`src/rtl/if_fetch_stage.sv`:
```
// if_fetch_stage: instruction-fetch stage feeding decode.
// Owns the PC, drives a req/ack instruction-ROM port and presents the
// registered IF/ID pair (id_addr, id_inst, id_valid). Honours stall and a
// MIPS-style single-delay-slot branch redirect from decode.
// Optional feature: define IF_ADDR_CHECK_EN to add fetch_adel. A misaligned
// PC then skips the ROM and injects a NOP flagged as an address error.
module if_fetch_stage #(
  parameter logic [31:0] RESET_PC = 32'hBFC0_0000,
  parameter int          ADDR_W   = 32
) (
  input  logic              clk,
  input  logic              rst,
  input  logic              stall,
  input  logic              branch_flag,
  input  logic [ADDR_W-1:0] branch_addr,
  output logic              rom_req,
  output logic [ADDR_W-1:0] rom_addr,
  input  logic              rom_ack,
  input  logic [31:0]       rom_rdata,
`ifdef IF_ADDR_CHECK_EN
  output logic              fetch_adel,
`endif
  output logic [ADDR_W-1:0] id_addr,
  output logic [31:0]       id_inst,
  output logic              id_valid
);

  localparam logic [1:0] S_IDLE  = 2'b00;
  localparam logic [1:0] S_FETCH = 2'b01;
  localparam logic [1:0] S_HOLD  = 2'b10;

  localparam logic [ADDR_W-1:0] PC_STEP = {{(ADDR_W-3){1'b0}}, 3'b100};

  logic [1:0]        r_state;
  logic [ADDR_W-1:0] r_pc;
  logic              r_rom_req;
  logic [ADDR_W-1:0] r_id_addr;
  logic [31:0]       r_id_inst;
  logic              r_id_valid;
  logic              r_branch_pending;
  logic [ADDR_W-1:0] r_target;
  logic              r_buf_valid;
  logic [ADDR_W-1:0] r_buf_addr;
  logic [31:0]       r_buf_inst;
`ifdef IF_ADDR_CHECK_EN
  logic              r_fetch_adel;
`endif

  logic              w_ack;
  logic              w_misaligned;
  logic              w_br_accept;
  logic              w_deliver_rom;
  logic              w_deliver_buf;
  logic              w_deliver_adel;
  logic              w_deliver;
  logic              w_park;
  logic [1:0]        w_state_nxt;
  logic [ADDR_W-1:0] w_next_pc;
  logic [ADDR_W-1:0] w_pc_nxt;
  logic              w_rom_req_nxt;

  // Next-state, deliver/park decode and PC selection.
  always_comb begin
    w_ack          = rom_ack && r_rom_req;
`ifdef IF_ADDR_CHECK_EN
    w_misaligned   = (r_pc[1:0] != 2'b00);
`else
    w_misaligned   = 1'b0;
`endif
    w_br_accept    = branch_flag && r_id_valid && !stall;
    w_deliver_rom  = 1'b0;
    w_deliver_buf  = 1'b0;
    w_deliver_adel = 1'b0;
    w_park         = 1'b0;
    w_state_nxt    = r_state;
    case (r_state)
      S_IDLE: begin
        w_state_nxt = S_FETCH;
      end
      S_FETCH: begin
        if (w_misaligned) begin
          w_deliver_adel = !stall;
        end else if (w_ack) begin
          if (!stall) begin
            w_deliver_rom = 1'b1;
          end else begin
            w_park      = 1'b1;
            w_state_nxt = S_HOLD;
          end
        end else begin
          w_state_nxt = S_FETCH;
        end
      end
      S_HOLD: begin
        if (!stall) begin
          // An empty buffer in HOLD cannot happen; fall back to fetching.
          w_deliver_buf = r_buf_valid;
          w_state_nxt   = S_FETCH;
        end else begin
          w_state_nxt = S_HOLD;
        end
      end
      default: begin
        w_state_nxt = S_IDLE;
      end
    endcase
    w_deliver = w_deliver_rom || w_deliver_buf || w_deliver_adel;

    // A branch accepted together with a deliver makes that word the delay slot.
    if (w_br_accept) begin
      w_next_pc = branch_addr;
    end else if (r_branch_pending) begin
      w_next_pc = r_target;
    end else begin
      w_next_pc = r_pc + PC_STEP;
    end

    if (w_deliver) begin
      w_pc_nxt = w_next_pc;
    end else begin
      w_pc_nxt = r_pc;
    end

`ifdef IF_ADDR_CHECK_EN
    w_rom_req_nxt = (w_state_nxt == S_FETCH) && (w_pc_nxt[1:0] == 2'b00);
`else
    w_rom_req_nxt = (w_state_nxt == S_FETCH);
`endif
  end

  // FSM state, PC and the registered ROM request.
  always_ff @(posedge clk or negedge rst) begin
    if (!rst) begin
      r_state   <= S_IDLE;
      r_pc      <= RESET_PC;
      r_rom_req <= 1'b0;
    end else begin
      r_state   <= w_state_nxt;
      r_pc      <= w_pc_nxt;
      r_rom_req <= w_rom_req_nxt;
    end
  end

  // Skid buffer: parks a word that arrives while the pipe is stalled.
  always_ff @(posedge clk or negedge rst) begin
    if (!rst) begin
      r_buf_valid <= 1'b0;
      r_buf_addr  <= '0;
      r_buf_inst  <= 32'h0000_0000;
    end else if (w_park) begin
      r_buf_valid <= 1'b1;
      r_buf_addr  <= r_pc;
      r_buf_inst  <= rom_rdata;
    end else if (w_deliver_buf) begin
      r_buf_valid <= 1'b0;
    end else begin
      r_buf_valid <= r_buf_valid;
    end
  end

  // IF/ID register: hold on stall, load on deliver, otherwise insert a bubble.
  always_ff @(posedge clk or negedge rst) begin
    if (!rst) begin
      r_id_addr  <= '0;
      r_id_inst  <= 32'h0000_0000;
      r_id_valid <= 1'b0;
    end else if (stall) begin
      r_id_valid <= r_id_valid;
    end else if (w_deliver_rom) begin
      r_id_addr  <= r_pc;
      r_id_inst  <= rom_rdata;
      r_id_valid <= 1'b1;
    end else if (w_deliver_buf) begin
      r_id_addr  <= r_buf_addr;
      r_id_inst  <= r_buf_inst;
      r_id_valid <= 1'b1;
    end else if (w_deliver_adel) begin
      r_id_addr  <= r_pc;
      r_id_inst  <= 32'h0000_0000;
      r_id_valid <= 1'b1;
    end else begin
      r_id_inst  <= 32'h0000_0000;
      r_id_valid <= 1'b0;
    end
  end

  // Branch accepted before its delay slot arrives: remember the target.
  always_ff @(posedge clk or negedge rst) begin
    if (!rst) begin
      r_branch_pending <= 1'b0;
      r_target         <= '0;
    end else if (w_br_accept && !w_deliver) begin
      r_branch_pending <= 1'b1;
      r_target         <= branch_addr;
    end else if (w_deliver) begin
      r_branch_pending <= 1'b0;
    end else begin
      r_branch_pending <= r_branch_pending;
    end
  end

`ifdef IF_ADDR_CHECK_EN
  // Address-error flag travels with the injected NOP until a real word lands.
  always_ff @(posedge clk or negedge rst) begin
    if (!rst) begin
      r_fetch_adel <= 1'b0;
    end else if (w_deliver_adel) begin
      r_fetch_adel <= 1'b1;
    end else if (w_deliver_rom || w_deliver_buf) begin
      r_fetch_adel <= 1'b0;
    end else begin
      r_fetch_adel <= r_fetch_adel;
    end
  end

  assign fetch_adel = r_fetch_adel;
`endif

  assign rom_req  = r_rom_req;
  assign rom_addr = r_pc;
  assign id_addr  = r_id_addr;
  assign id_inst  = r_id_inst;
  assign id_valid = r_id_valid;

endmodule

```
`config.mk`:
```
export PLATFORM = sky130hd
export DESIGN_NAME = if_fetch_stage
export DESIGN_NICKNAME = d
export VERILOG_FILES = /design/src/rtl/if_fetch_stage.sv
export SDC_FILE = /design/constraint.sdc
export NUM_CORES = 1
export LEC_CHECK = 0
export ABC_CLOCK_PERIOD_IN_PS = 2800
export BUFFER_PORTS_ARGS = -buffer_cell sky130_fd_sc_hd__buf_2
export CORE_MARGIN = 3
export CORE_UTILIZATION = 50
export DETAILED_ROUTE_END_ITERATION = 8
export GPL_ROUTABILITY_DRIVEN = 0
export PLACE_DENSITY = 0.73
export SLEW_MARGIN = 20
export SYNTH_ARGS = -nofsm -noshare
export SYNTH_HDL_FRONTEND = slang
export SYNTH_SLANG_ARGS = --single-unit
```
`constraint.sdc`:
```
create_clock -name clk -period 2.8 [get_ports clk]
set_input_delay 0.56 -clock clk [delete_from_list [all_inputs] [get_ports clk]]
set_output_delay 0.56 -clock clk [all_outputs]
set_load 0.05 [all_outputs]
```
==> impl_metrics.tcl, run 1 <==
set metrics [dict create \
    outcome "finished, final reports clean" \
    cts.hold.buffers_added 0 \
    max-vdd-ir-drop_uv 694.0 \
    yosysWarnings 0 \
    avgSynthCellArea_um2 10.90 \
    cts-root-buf "clkbuf_16" \
    hold_path_class "primary input to async pin" \
    utilization_pct 60.95 \
    finalSetupViolCount 0 \
    clock_latency_ns 0.43 \
    io_buffers 166 \
    grt_antenna_before_repair 0 \
    n_antenna_cell 0 \
    htreeDepth 4 \
    final_common_cell "dfrtp_1" \
    design.die.area_um2 19680 \
    slew_viol_final 0 \
    post-cts-setup-buffer-count 0 \
    synth_seq_area_share_pct 55.08 \
    p_per_area_nw_per_um2 1115 \
    drc 0 \
    setup_tns_ns 0 \
    path_class "register to register" \
    hold-worst-slack_ns 0.1245 \
    die_w_um 140.3 \
    final_cell_mix "189 x dfrtp_1, 165 x buf_2, 126 x nand2_1" \
    wire_per_inst_um 17.91 \
    yosysUniqueCellTypes 51 \
    r2r_start "rom_addr[2]$_DFFE_PN0P_" \
    via_count 6971 \
    die_y_um 140.3 \
    synth_seq_cells 198 \
    ant_nets 0 \
    drt_iter0_markers 459 \
    rows 48 \
    core_area_um2 17480 \
    gr-total-overflow 0 \
    syn-num-nets 897 \
    skew_ns 0.01174 \
    viasPerCell 5.780 \
    cts_buffer_depth 2 \
    period_needed_ns 2.188 \
    fin_cells 1206 \
    cap_viol_max_count 0 \
    required_ns 3.14 \
    cp_max_fo 9 \
    synth_edf_count 0 \
    layout-drive-gt1-share_pct 30.48 \
    grt_pass1_wl_mm 35.98 \
    worstPathArrival_ns 2.52 \
    firstDrtPassIters 5 \
    post-route-period-util_pct 78.13 \
    fmax_ghz 0.4571 \
    cts_resized 0 \
    rsz0062_at_grt "false" \
    dp_hpwl_mm 14.34 \
    dp.cells 1175 \
    start_util_pct 51.59 \
    worst_pin_slew_ns 0.7545 \
    cp-end-kind "register" \
    cts_tree "done" \
    pin_count 167 \
    synth_cells 827 \
    crit_start "rom_addr[2]$_DFFE_PN0P_" \
    grt_pass1_vias 6788 \
    syn_area_um2 9016 \
    clkTransAtPathRegs_ns 0.07 \
    numClockSinks 198 \
    nets 1039 \
    ys_async_sr_fraction_pct 100.0 \
    fill_cells 1451 \
    hold_violations 0 \
    drt_wl_total_mm 21.61 \
    grt_start_max_net_pins 82 \
    start_kind "register" \
    area_growth_pct 18.14 \
    p_leak_nw 4.995 \
    cts-buffers-inserted 17 \
    track_usage_pct 22.47 \
    max_slew_margin_pct 49.70 \
    yosys_most_used_dff "dfrtp_1" \
]
-- cell type report --
class	count	area, um^2	share of cell area, %
repair buffers	186	1065	9.996
inverters	9	33.78	0.3172
clock inverters	10	96.34	0.9045
flip-flops and latches	198	4966	46.62
multi-input cells	557	3739	35.10
clock buffers	21	470.5	4.417
well taps	225	281.5	2.643
-- sequential cells by signal, summed over array words and instances, names as in the netlist --
name              count
r_buf_valid           1
rom_req               1
r_branch_pending      1
id_inst              32
id_addr              32
r_buf_inst           32
r_target             32
rom_addr             32
r_buf_addr           32
r_state               2
id_valid              1
-- routing by layer --
layer  track usage, %  wire length, um  vias up  part of all wire (%)
met5                0                0        -                     0
met4            4.895              176        0                  0.81
met3            4.370             1333       17                   6.2
met2            35.36            10160      214                    47
met1            32.72             9938     3457                    46
li1                 -                -     3283                     -
-- final timing paths --
path | endpoint | slack [ns] | cells past startpoint
max in group asynchronous | rom_addr[23]$_DFFE_PN1P_ | 1.83 | 2
min reg2reg | id_addr[20]$_DFFE_PN0P_ | 0.47 | 2
min in group clk | r_target[20]$_DFFE_PN0P_ | 0.35 | 2
max reg2reg | rom_addr[30]$_DFFE_PN0P_ | 0.61 | 6
min | id_inst[6]$_DFFE_PN0N_ | 0.12 | 1
max | rom_addr[30]$_DFFE_PN0P_ | 0.61 | 6
-- Yosys cell counts, types with 3 or more instances --
cell / count / area share, %
dfrtp_1: 189 / 52
mux2_2: 61 / 7.6
o21bai_1: 3 / 0.25
mux2_1: 30 / 3.7
nor4_1: 3 / 0.21
mux2i_1: 5 / 0.56
a21oi_1: 42 / 2.3
nand4_1: 7 / 0.49
nor2_1: 27 / 1.1
a31oi_1: 10 / 0.69
o211ai_1: 5 / 0.42
nand2b_1: 8 / 0.56
o21ai_0: 68 / 3.8
a22oi_1: 49 / 4.1
nand2_1: 127 / 5.3
o22a_1: 3 / 0.29
and3_1: 14 / 0.97
inv_1: 9 / 0.37
a221o_1: 17 / 1.9
buf_6: 3 / 0.37
nand3b_1: 5 / 0.42
a41oi_1: 7 / 0.68
buf_1: 9 / 0.37
nand3_1: 20 / 1.1
clkbuf_1: 30 / 1.2
xnor2_1: 5 / 0.49
dfstp_2: 9 / 2.6
buf_2: 20 / 1.1
nor4_4: 3 / 0.71
nor3_1: 8 / 0.44
xor2_1: 6 / 0.58
-- cells by family (layout without fill, tap and decap cells) --
| logic type | count (synthesis) | after routing | share of synthesized area, % |
|---|---|---|---|
| buffers and inverters | 72 | 226 | 3.566 |
| adder cells (fa/ha/maj) | 1 | 1 | 0.1388 |
| AO/OA/AOI/OAI | 213 | 213 | 15.25 |
| multiplexers | 96 | 96 | 11.92 |
| AND/OR/NAND/NOR | 236 | 236 | 12.98 |
| flip-flops | 198 | 198 | 55.08 |
| XOR/XNOR | 11 | 11 | 1.069 |
-- stage by stage --
stage	cell area [um^2]	total power (W)	setup slack, ns
floorplan	9016	0.008300	0.6377
global placement	10080	0.009456	0.6261
detailed placement	10080	0.009592	0.5865
CTS	10650	0.01197	0.6438
global route	10650	0.01261	0.4868
finish	10650	0.01188	0.6124
-- power by group --
part / internal [W] / total [W] / switching (W)
registers: 0.00403 / 0.00498 / 0.000955
clock network: 0.00130 / 0.00235 / 0.00105
logic: 0.00147 / 0.00454 / 0.00307
total: 0.00680 / 0.0119 / 0.00508
-- critical path, stage by stage (launching register included) --
cell	delay (ns)
dfrtp_1	0.49
ha_1	0.25
nand3_2	0.19
nor4_4	0.62
nand3_1	0.17
a221o_1	0.28
o21ai_0	0.09
No activity file was read; power rests on OpenSTA's default activity.
==> inputs of run 2 (changes only) <==
Settings changed: ABC_CLOCK_PERIOD_IN_PS 2800 to 2300.
Clock period 2.8 ns to 2.3 ns, I/O delays scaled along.
==> impl_metrics.tcl, run 2 (synthesis results as in run 1) <==
set metrics [dict create \
    design.die.area_um2 19680 \
    layout-drive-gt1-share_pct 30.88 \
    cts_tree "done" \
    die_w_um 140.3 \
    final_cell_mix "189 x dfrtp_1, 165 x buf_2, 126 x nand2_1" \
    gr-total-overflow 0 \
    max_slew_margin_pct 49.89 \
    grtUsageMet3_pct 5.463 \
    grt_pass1_wl_mm 36.27 \
    grt_start_max_net_pins 82 \
    track_usage_pct 22.73 \
    grt_use_met2_pct 35.91 \
    post-route-period-util_pct 91.32 \
    core_area_um2 17480 \
    clkTransAtPathRegs_ns 0.07 \
    io_buffers 166 \
    viasPerCell 5.720 \
    ff2ff_setup_slack_ns 0.20 \
    cap_viol_max_count 0 \
    cts_buffer_depth 2 \
    worstPathArrival_ns 2.45 \
    n_antenna_cell 0 \
    grtUsageMet1_pct 31.45 \
    path_class "register to register" \
    cts_resized 0 \
    wire_per_inst_um 18.05 \
    cp-end-kind "register" \
    crit_chain "ha_1 -> nand3_2 -> or3_4 -> nor4_4 -> a31oi_1 -> o21ai_0" \
    start_util_pct 51.59 \
    drt_wl_total_mm 21.95 \
    setup_tns_ns 0 \
    worstReg2RegEnd "rom_addr[24]$_DFFE_PN1P_" \
    outcome "finished, final reports clean" \
    max-vdd-ir-drop_uv 904.8 \
    path_buf_inv 0 \
    htreeDepth 4 \
    via_count 6955 \
    slew_viol_final 0 \
    p_per_area_nw_per_um2 1360 \
    rsz0062_at_grt "false" \
    grt_pass1_vias 6910 \
    utilization_pct 61.57 \
    skew_ns 0.007387 \
    hold_violations 0 \
    nets 1050 \
    final_common_cell "dfrtp_1" \
    drc 0 \
    worst_r2r_path_depth 6 \
    hold_path_class "primary input to register" \
    critPathSlowestCell "dfrtp_1" \
    firstDrtPassIters 5 \
    die_y_um 140.3 \
    grt_busiest_layer "met2" \
    cts-root-buf "clkbuf_16" \
    r2r_start "rom_addr[3]$_DFFE_PN0P_" \
    rows 48 \
    crit_start "rom_addr[3]$_DFFE_PN0P_" \
    finalSetupViolCount 0 \
    drt_iter0_markers 429 \
    period_needed_ns 2.100 \
    cp.depth 6 \
    ant_nets 0 \
    cts-buffers-inserted 17 \
    required_ns 2.65 \
    cpPeakStageDelay_ns 0.50 \
    pin_count 167 \
    fill_cells 1437 \
    clock_latency_ns 0.43 \
    p_leak_nw 5.056 \
    worst_pin_slew_ns 0.7516 \
    crit_end "rom_addr[24]$_DFFE_PN1P_" \
    start_kind "register" \
    crit_family "simple AND/OR/NAND/NOR gates" \
    dp_hpwl_mm 14.41 \
    fmax_ghz 0.4761 \
    cp_max_fo 8 \
    grt_antenna_before_repair 0 \
    numClockSinks 198 \
    area_growth_pct 19.34 \
]
[run 2: cell count changes in the layout (fill, tap and decap cells not counted), moves of 2 or more]
cell      change
buf_12        +2
inv_6         -2
clkbuf_1      +2
buf_4         +8
[run 2: worst reg2reg max path, delay by kind of cell (launching register included)]
kind / cells / cell delay, ns
flops: 1 / 0.50
simple gates: 3 / 0.96
compound gates: 2 / 0.28
fa+ha+maj: 1 / 0.27
[run 2: timing repair]
action	CTS	global route
hold buffers	1	0
buffers inserted	0	0
hold endpoints to repair	26	0
[run 2: per-stage QoR]
step / setup WS, ns / cells / instance area [um^2] / hold WS, ns / total power (W)
final: 0.1997 / 1216 / 10760 / 0.2529 / 0.01463
after detailed placement: 0.2181 / 1185 / 10180 / 0.3780 / 0.01180
after CTS: 0.1998 / 1216 / 10760 / 0.2388 / 0.01474
after global placement: 0.2718 / 1185 / 10180 / 0.3784 / 0.01163
after floorplan: 0.1377 / 827 / 9016 / 0.1644 / 0.01010
after global routing: 0.09060 / 1216 / 10760 / 0.2408 / 0.01550
[run 2: worst min-delay path by stage]
stage | start | endpoint | cells after the start
2_1_floorplan | rst | id_addr[0]$_DFFE_PN0P_ | 0
3_3_place_gp | rst | r_buf_inst[2]$_DFFE_PN0P_ | 1
3_5_place_dp | rst | r_buf_inst[2]$_DFFE_PN0P_ | 1
4_1_cts | branch_addr[2] | r_target[2]$_DFFE_PN0P_ | 2
5_1_grt | branch_addr[2] | r_target[2]$_DFFE_PN0P_ | 2
6_report | branch_addr[2] | r_target[2]$_DFFE_PN0P_ | 2
[run 2: cell type report]
class | count | area, um^2 | share of cell area (%)
flip-flops and latches | 198 | 4966 | 46.15
multi-input cells | 557 | 3739 | 34.74
repair buffers | 197 | 1175 | 10.92
clock buffers | 22 | 464.2 | 4.314
well taps | 225 | 281.5 | 2.616
clock inverters | 8 | 101.3 | 0.9419
inverters | 9 | 33.78 | 0.3140
[run 2: routing by layer]
layer / share of wire (%) / wire, um
met5: 0 / 0
met4: 1.5 / 319
met3: 7.3 / 1604
met2: 47 / 10240
met1: 45 / 9782
[run 2: power by group]
group          internal, W  total [W]  leakage, nW  switching (W)
registers          0.00491    0.00596         2.42        0.00106
clock network      0.00165    0.00290        0.268        0.00125
logic              0.00189    0.00577         2.37        0.00389
